===== src/rtl/tdm_demux4.sv =====
// rtl/tdm_demux4.sv - 1-to-4 bit-interleaved TDM demultiplexer, MSB-first word rebuild per channel
// Optional macro TDM_DEMUX_PARITY_EN: even-parity bit after each word, adds parity_err[3:0].
module tdm_demux4 #(
  parameter int WIDTH = 8
) (
  input  logic                 clk,
  input  logic                 rst_n,
  input  logic                 din,
  input  logic                 din_valid,
  input  logic                 frame_sync,
  output logic [1:0]           sel,
  output logic [4*WIDTH-1:0]   dout,
  output logic [3:0]           dout_valid,
  output logic                 sync_err,
`ifdef TDM_DEMUX_PARITY_EN
  output logic [3:0]           parity_err,
`endif
  output logic                 locked
);

`ifdef TDM_DEMUX_PARITY_EN
  localparam int PAR = 1;
`else
  localparam int PAR = 0;
`endif
  // SW = serial bits per channel word, including the parity bit when enabled
  localparam int SW   = WIDTH + PAR;
  localparam int CW   = $clog2(SW);
  localparam int LAST = SW - 1;

  typedef enum logic {IDLE, RUN} state_t;

  state_t          state, state_n;
  logic [SW-1:0]   shreg [4];
  logic [CW-1:0]   bitcnt;
  logic [SW-1:0]   shin;
  logic            start;
  logic            shift;
  logic            at_last;

  always_ff @(posedge clk or negedge rst_n) begin
    if (!rst_n) state <= IDLE;
    else        state <= state_n;
  end

  always_comb begin
    state_n = state;
    shin    = {shreg[sel][SW-2:0], din};
    at_last = (bitcnt == CW'(LAST));
    // A frame_sync anywhere but slot 0 (or while unlocked) restarts the frame on this beat
    start   = din_valid && frame_sync && ((state == IDLE) || (sel != 2'd0));
    shift   = din_valid && (state == RUN) && !start;
    if (start) state_n = RUN;
  end

  assign locked = (state == RUN);

  always_ff @(posedge clk or negedge rst_n) begin
    if (!rst_n) begin
      sel        <= 2'd0;
      bitcnt     <= '0;
      dout       <= '0;
      dout_valid <= 4'd0;
      sync_err   <= 1'b0;
`ifdef TDM_DEMUX_PARITY_EN
      parity_err <= 4'd0;
`endif
      for (int k = 0; k < 4; k++) shreg[k] <= '0;
    end else begin
      dout_valid <= 4'd0;
      sync_err   <= 1'b0;
`ifdef TDM_DEMUX_PARITY_EN
      parity_err <= 4'd0;
`endif
      if (start) begin
        for (int k = 1; k < 4; k++) shreg[k] <= '0;
        shreg[0] <= {{(SW-1){1'b0}}, din};
        bitcnt   <= '0;
        sel      <= 2'd1;
        sync_err <= (state == RUN);
      end else if (shift) begin
        shreg[sel] <= shin;
        sel        <= sel + 2'd1;
        if (sel == 2'd3) bitcnt <= at_last ? '0 : bitcnt + CW'(1);
        if (at_last) begin
          dout[int'(sel)*WIDTH +: WIDTH] <= shin[SW-1 -: WIDTH];
          dout_valid[sel]                <= 1'b1;
`ifdef TDM_DEMUX_PARITY_EN
          parity_err[sel]                <= ^shin;
`endif
        end
      end
    end
  end

endmodule


===== config.mk =====
export PLATFORM = sky130hd
export DESIGN_NAME = tdm_demux4
export DESIGN_NICKNAME = d
export VERILOG_FILES = /design/src/rtl/tdm_demux4.sv
export SDC_FILE = /design/constraint.sdc
export NUM_CORES = 1
export LEC_CHECK = 0
export BUFFER_PORTS_ARGS = -buffer_cell sky130_fd_sc_hd__buf_2
export CORE_MARGIN = 2
export CORE_UTILIZATION = 57
export CTS_CLUSTER_DIAMETER = 40
export DETAILED_ROUTE_END_ITERATION = 10
export GPL_TIMING_DRIVEN = 0
export PLACE_DENSITY_LB_ADDON = 0.05
export SYNTH_ARGS = -nofsm -noshare
export SYNTH_HDL_FRONTEND = slang
export SYNTH_SLANG_ARGS = --single-unit

===== constraint.sdc =====
create_clock -name clk -period 3.18 [get_ports clk]
set_clock_uncertainty 0.2 [all_clocks]
set_input_delay 0.636 -clock clk [delete_from_list [all_inputs] [get_ports clk]]
set_output_delay 0.636 -clock clk [all_outputs]
set_load 0.01 [all_outputs]

==> results.cfg, run 1 <==
[timing]
relSlewSlack_pct = 42.4
rsz0062_at_grt = false
hold-worst-slack_ns = 0.208
period_minus_slack_ns = 2.85
setup_violations = 0
fmax_ghz = 0.351
hold_viol_final = 0
drv_slew = 0
tns_ns = 0
worstMarginPinSlew_ns = 0.864
period_share_pct = 89.5

[floorplan]
rows = 27
die_w_um = 80.2
die_h_um = 80.2
dieArea_um2 = 6430
core_area_um2 = 5570
ioPinCount = 45
initial_core_util_pct = 59.4

[route]
wl_met2_um = 2980
dr.max_layer_used = met4
post_drt_wl_per_cell_um = 17.9
vias = 2136
wl_met1_um = 3570
ant_nets = 0
firstDrtPassIters = 4
routed_wl_um = 6870
drc = 0
route.met3.wl_um = 251
vias_per_cell = 5.56
first_iter_violations = 130

[clock_tree]
clockBufferDepth = 2
cts-hold-fix-buffers = 0
post_cts_resized = 0
clk_pin_slew_ns = 0.08
post_cts_buffers = 0
ctsHtreeMaxLevel = 3
clock_sinks = 71
cts_tree = yes
cts_made_buffers = 9
cts_root_buf = clkbuf_8
clk_latency_ns = 0.34

[power]
ir_drop_mv = 0.319
totalPowerFinal_mw = 2.16
p_leak_nw = 1.89
power_density_nw_per_um2 = 570

[setup_path]
setup.worst_path.start_class = flip-flop
critPathRequiredTime_ns = 3.25
r2r_end = dout[4]
path_max_fanout = 13
crit_chain = inv_2, buf_2, ha_1, clkbuf_2, nor3b_1, nand2_1, o21ai_1
r2r-start = sel[0]
slowest_delay_ns = 0.55
r2r_setup_slack_ns = 0.34
worst_path_max_delay_cell = nor3b_1
end_kind = flip-flop
critical_path_class = reg -> reg
worstPathArrival_ns = 2.91
r2r_cells = 7

[hold_path]
worstHoldPathType = in -> async

[global_routing]
antenna_found_initial = 0
grt_max_degree = 72
grt_pass1_wl_um = 11300
grt.total_usage_pct = 23.7
grt_pass1_vias = 2098
gr-total-overflow = 0

[logic_synthesis]
ys.flop_type = dfrtp_1
yosys_warnings = 0
synth_top_cell_by_area = dfrtp_1
synth_edf_count = 0
async_flop_share_pct = 100
syn_inst = 253
yosys-top-cells-count = dfrtp_1, mux2_2, a22o_1
ys_ff_latch = 71
syn_area_per_cell_um2 = 13.1
synth_cell_types = 38
post-synth-top-count-cell = dfrtp_1
synth_area_leaders = dfrtp_1, mux2_2, mux2i_1
syn_nets = 268
synth_seq_area_share_pct = 53.7
synth_area_um2 = 3310
yosysTopAreaCellShare_pct = 53.7

[cells_and_area]
fin_nets = 322
layout-drive-gt1-share_pct = 34.3
final_util_pct = 68.0
fillCellCount = 441
area_delta_synth_final_pct = 14.6
diodes = 0

[place]
routabilityCongestion = 0.832
port-buffer-count = 43
dp.final_hpwl_um = 4870

[job]
cap_violations = 0

[run_status]
outcome = finished, final reports clean
state kept, by name (all words and copies together), names as in the netlist:
name	cells
dout	32
shreg	28
dout_valid	4
sync_err	1
locked	1
sel	2
bitcnt	3
per-layer routing:
layer	global-route usage (%)	up-vias
li1	-	1033
met1	36.7	1056
met2	33.0	41
met3	5.17	6
met4	7.46	0
met5	0	-
area by class of cell:
| class | instances | area, µm² | share of cell area, % |
|---|---|---|---|
| Buffer | 14 | 121 | 3.20 |
| Timing Repair Buffer | 43 | 218 | 5.74 |
| Inverter | 4 | 15.0 | 0.396 |
| Clock inverter | 7 | 50.0 | 1.32 |
| Multi-Input combinational cell | 164 | 1400 | 36.9 |
| Sequential cell | 71 | 1780 | 46.8 |
| Tap cell | 72 | 90.1 | 2.38 |
| Clock buffer | 9 | 124 | 3.27 |
cell families (layout without fill, tap and decap cells):
kind of cell	count (synthesis)	in the layout	synth area share (%)
DFF	71	71	53.7
buffers and inverters	18	77	4.12
muxes	46	46	14.9
adders and majority gates	10	10	3.78
AOI/OAI and AO/OA	52	52	12.4
and+or+nand+nor	56	56	11.2
worst max-delay path by stage:
stage | from | end | slack (ns) | depth (start not counted)
final | sel[0] | dout[4] | 0.34 | 7
after global placement | sel[0] | dout[2] | 0.37 | 7
after floorplan | sel[0] | dout[23] | 0.84 | 8
after detailed placement | sel[0] | dout[5] | 0.38 | 7
after global routing | sel[0] | dout[5] | 0.21 | 7
after CTS | sel[0] | dout[3] | 0.35 | 7
stage by stage:
stage | area, µm² | cells | setup WS, ns
floorplan | 3310 | 253 | 0.840
global placement | 3620 | 368 | 0.373
detailed placement | 3620 | 368 | 0.376
CTS | 3790 | 384 | 0.347
global route | 3790 | 384 | 0.207
finish | 3790 | 384 | 0.335
cells in the final DEF (no fill, tap or decap), types with 2 or more instances in the layout:
master	instances
clkinv_2	2
clkbuf_8	9
mux2_2	25
nor4bb_1	2
nor2_1	15
and3_4	3
o21ai_1	8
buf_2	45
inv_1	3
nand4_4	3
buf_4	2
a21o_1	2
o2bb2ai_1	12
nand4_1	2
clkinv_4	2
ha_1	10
o21ai_0	2
buf_6	8
and2_1	7
nand2b_1	2
dfrtp_1	71
nand3_1	2
a22o_1	24
mux2i_1	21
nand2_1	11
clkinvlp_4	3
power breakdown:
| part | switching [mW] | leakage [nW] | internal (mW) |
|---|---|---|---|
| registers | 0.0499 | 0.975 | 0.959 |
| clock network | 0.350 | 0.0812 | 0.282 |
| logic | 0.308 | 0.838 | 0.214 |
critical path: cells and delay by family (launching register included):
kind                       cells  cell delay (ns)
AOI/OAI and AO/OA              1             0.18
adders and majority gates      1             0.29
buffers and inverters          3             0.73
DFF                            1             0.53
and+or+nand+nor                2             0.83
Note: power is estimated with default switching activity, not from simulation.
==> run 2: changes to the inputs <==
Settings changed: CORE_UTILIZATION 57 to 61.
Clock period 3.18 ns to 3.7 ns, I/O delays scaled along.
==> results.cfg, run 2 (synthesis results as in run 1) <==
[cells_and_area]
final_common_cell = dfrtp_1
regMostFlops = dout
seq_area_um2 = 1780
multi_input_area_um2 = 1400
fillCellCount = 359
largest_register_ffs = 32
diodes = 0
design_area_um2 = 3810
layout-drive-gt1-share_pct = 34.3
area_delta_synth_final_pct = 15.2
fin_nets = 322
largestRegisters = dout (32), shreg (28), dout_valid (4)
layout_common_cells = dfrtp_1, buf_2, mux2_2

[place]
routabilityCongestion = 0.910
port-buffer-count = 43
postPlaceCellArea_um2 = 3620
dp.final_hpwl_um = 4750

[power]
ir_drop_mv = 0.292
p_leak_nw = 1.91
totalPowerFinal_mw = 1.91
power_density_nw_per_um2 = 501

[timing]
hold_viol_final = 0
relSlewSlack_pct = 41.9
period_share_pct = 76.9
rsz0062_at_grt = false
period_minus_slack_ns = 2.85
setup_violations = 0
tns_ns = 0
worstMarginPinSlew_ns = 0.872
fmax_ghz = 0.351
drv_slew = 0

[route]
vias_per_cell = 5.67
drc = 0
ant_nets = 0
first_iter_violations = 114
post_drt_wl_per_cell_um = 17.5
vias = 2166
firstDrtPassIters = 4
routed_wl_um = 6680

[setup_path]
r2r_setup_slack_ns = 0.85
critPathRequiredTime_ns = 3.76
slowest_delay_ns = 0.54
setup.worst_path.start_class = flip-flop
r2r_end = dout[1]
worstPathArrival_ns = 2.90
crit_chain = inv_2, buf_2, ha_1, clkbuf_2, nor3b_1, nand2_1, o21ai_1
worst_path_max_delay_cell = dfrtp_1
path_max_fanout = 13
critical_path_class = reg -> reg
setup.worst_path.start = sel[0]
r2r_cells = 7
end_kind = flip-flop
crit_path_end = dout[1]
r2r-start = sel[0]

[global_routing]
gr-total-overflow = 0
gr-usage-met3_pct = 3.95
grt_pass1_vias = 2250
grtUsageMet1_pct = 37.8
antenna_found_initial = 0
grt_pass1_wl_um = 11500
grt_max_degree = 72
grt.total_usage_pct = 24.9
busiest_layer = met1
grt.met2_usage_pct = 36.2

[clock_tree]
ctsHtreeMaxLevel = 3
cts-hold-fix-buffers = 0
post_cts_buffers = 0
cts_root_buf = clkbuf_8
clock_sinks = 71
clockBufferDepth = 2
cts_tree = yes
cts_made_buffers = 9
clk_pin_slew_ns = 0.08
post_cts_resized = 0
clk_latency_ns = 0.34

[hold_path]
worstHoldPathType = reg -> reg

[floorplan]
core_area_um2 = 5170
rows = 26
dieArea_um2 = 6030
die_w_um = 77.7
die_h_um = 77.7
ioPinCount = 45
initial_core_util_pct = 64.0

[run_status]
outcome = finished, final reports clean

[job]
cap_violations = 0
-- run 2: cell types whose count changed in the layout (fill, tap and decap cells not counted) --
cell	previous run	this run
clkinvlp_4	3	2
bufinv_16	0	1
inv_6	0	1
clkinv_4	2	1
-- run 2: area by class of cell --
type	instances	area share (%)
Timing Repair Buffer	43	5.71
Multi-Input combinational cell	164	36.7
Sequential cell	71	46.6
Inverter	4	0.394
Clock inverter	7	1.90
Buffer	14	3.18
Tap cell	70	2.30
Clock buffer	9	3.25
-- run 2: how the worst min path moves through the flow --
| stage | cells after the start | from | end | slack [ns] |
|---|---|---|---|---|
| 3_5_place_dp | 2 | dout[0] | dout[0] | 0.26 |
| 3_3_place_gp | 2 | dout[0] | dout[0] | 0.25 |
| 2_1_floorplan | 0 | rst_n | bitcnt[0] | 0.24 |
| 6_report | 2 | dout[0] | dout[0] | 0.28 |
| 4_1_cts | 2 | dout[0] | dout[0] | 0.28 |
| 5_1_grt | 1 | dout[25] | dout[25] | 0.31 |
-- run 2: where the power goes --
| part | internal (mW) | switching, mW |
|---|---|---|
| clock network | 0.312 | 0.292 |
| registers | 0.824 | 0.0436 |
| logic | 0.183 | 0.254 |
| total | 1.32 | 0.590 |
-- run 2: per-layer routing --
layer | part of all wire, % | vias up | routed length [µm]
li1 | - | 1040 | -
met1 | 48 | 1050 | 3180
met2 | 45 | 66 | 3030
met3 | 5.6 | 10 | 372
met4 | 1.4 | 0 | 93
met5 | 0 | - | 0
-- run 2: stage by stage --
stage / setup slack [ns] / util [%] / std cells / hold WS, ns
finish: 0.854 / 73.7 / 382 / 0.275
global route: 0.615 / 73.7 / 382 / 0.307
CTS: 0.835 / 73.7 / 382 / 0.278
detailed placement: 0.876 / 69.9 / 366 / 0.261
global placement: 0.897 / 69.9 / 366 / 0.251
floorplan: 1.36 / - / 253 / 0.244
-- run 2: worst max-delay path, delay by kind of cell, from the launching register on --
family                     cells  cell delay [ns]
and+or+nand+nor                2             0.81
buffers and inverters          3             0.73
DFF                            1             0.54
AOI/OAI and AO/OA              1             0.20
adders and majority gates      1             0.29
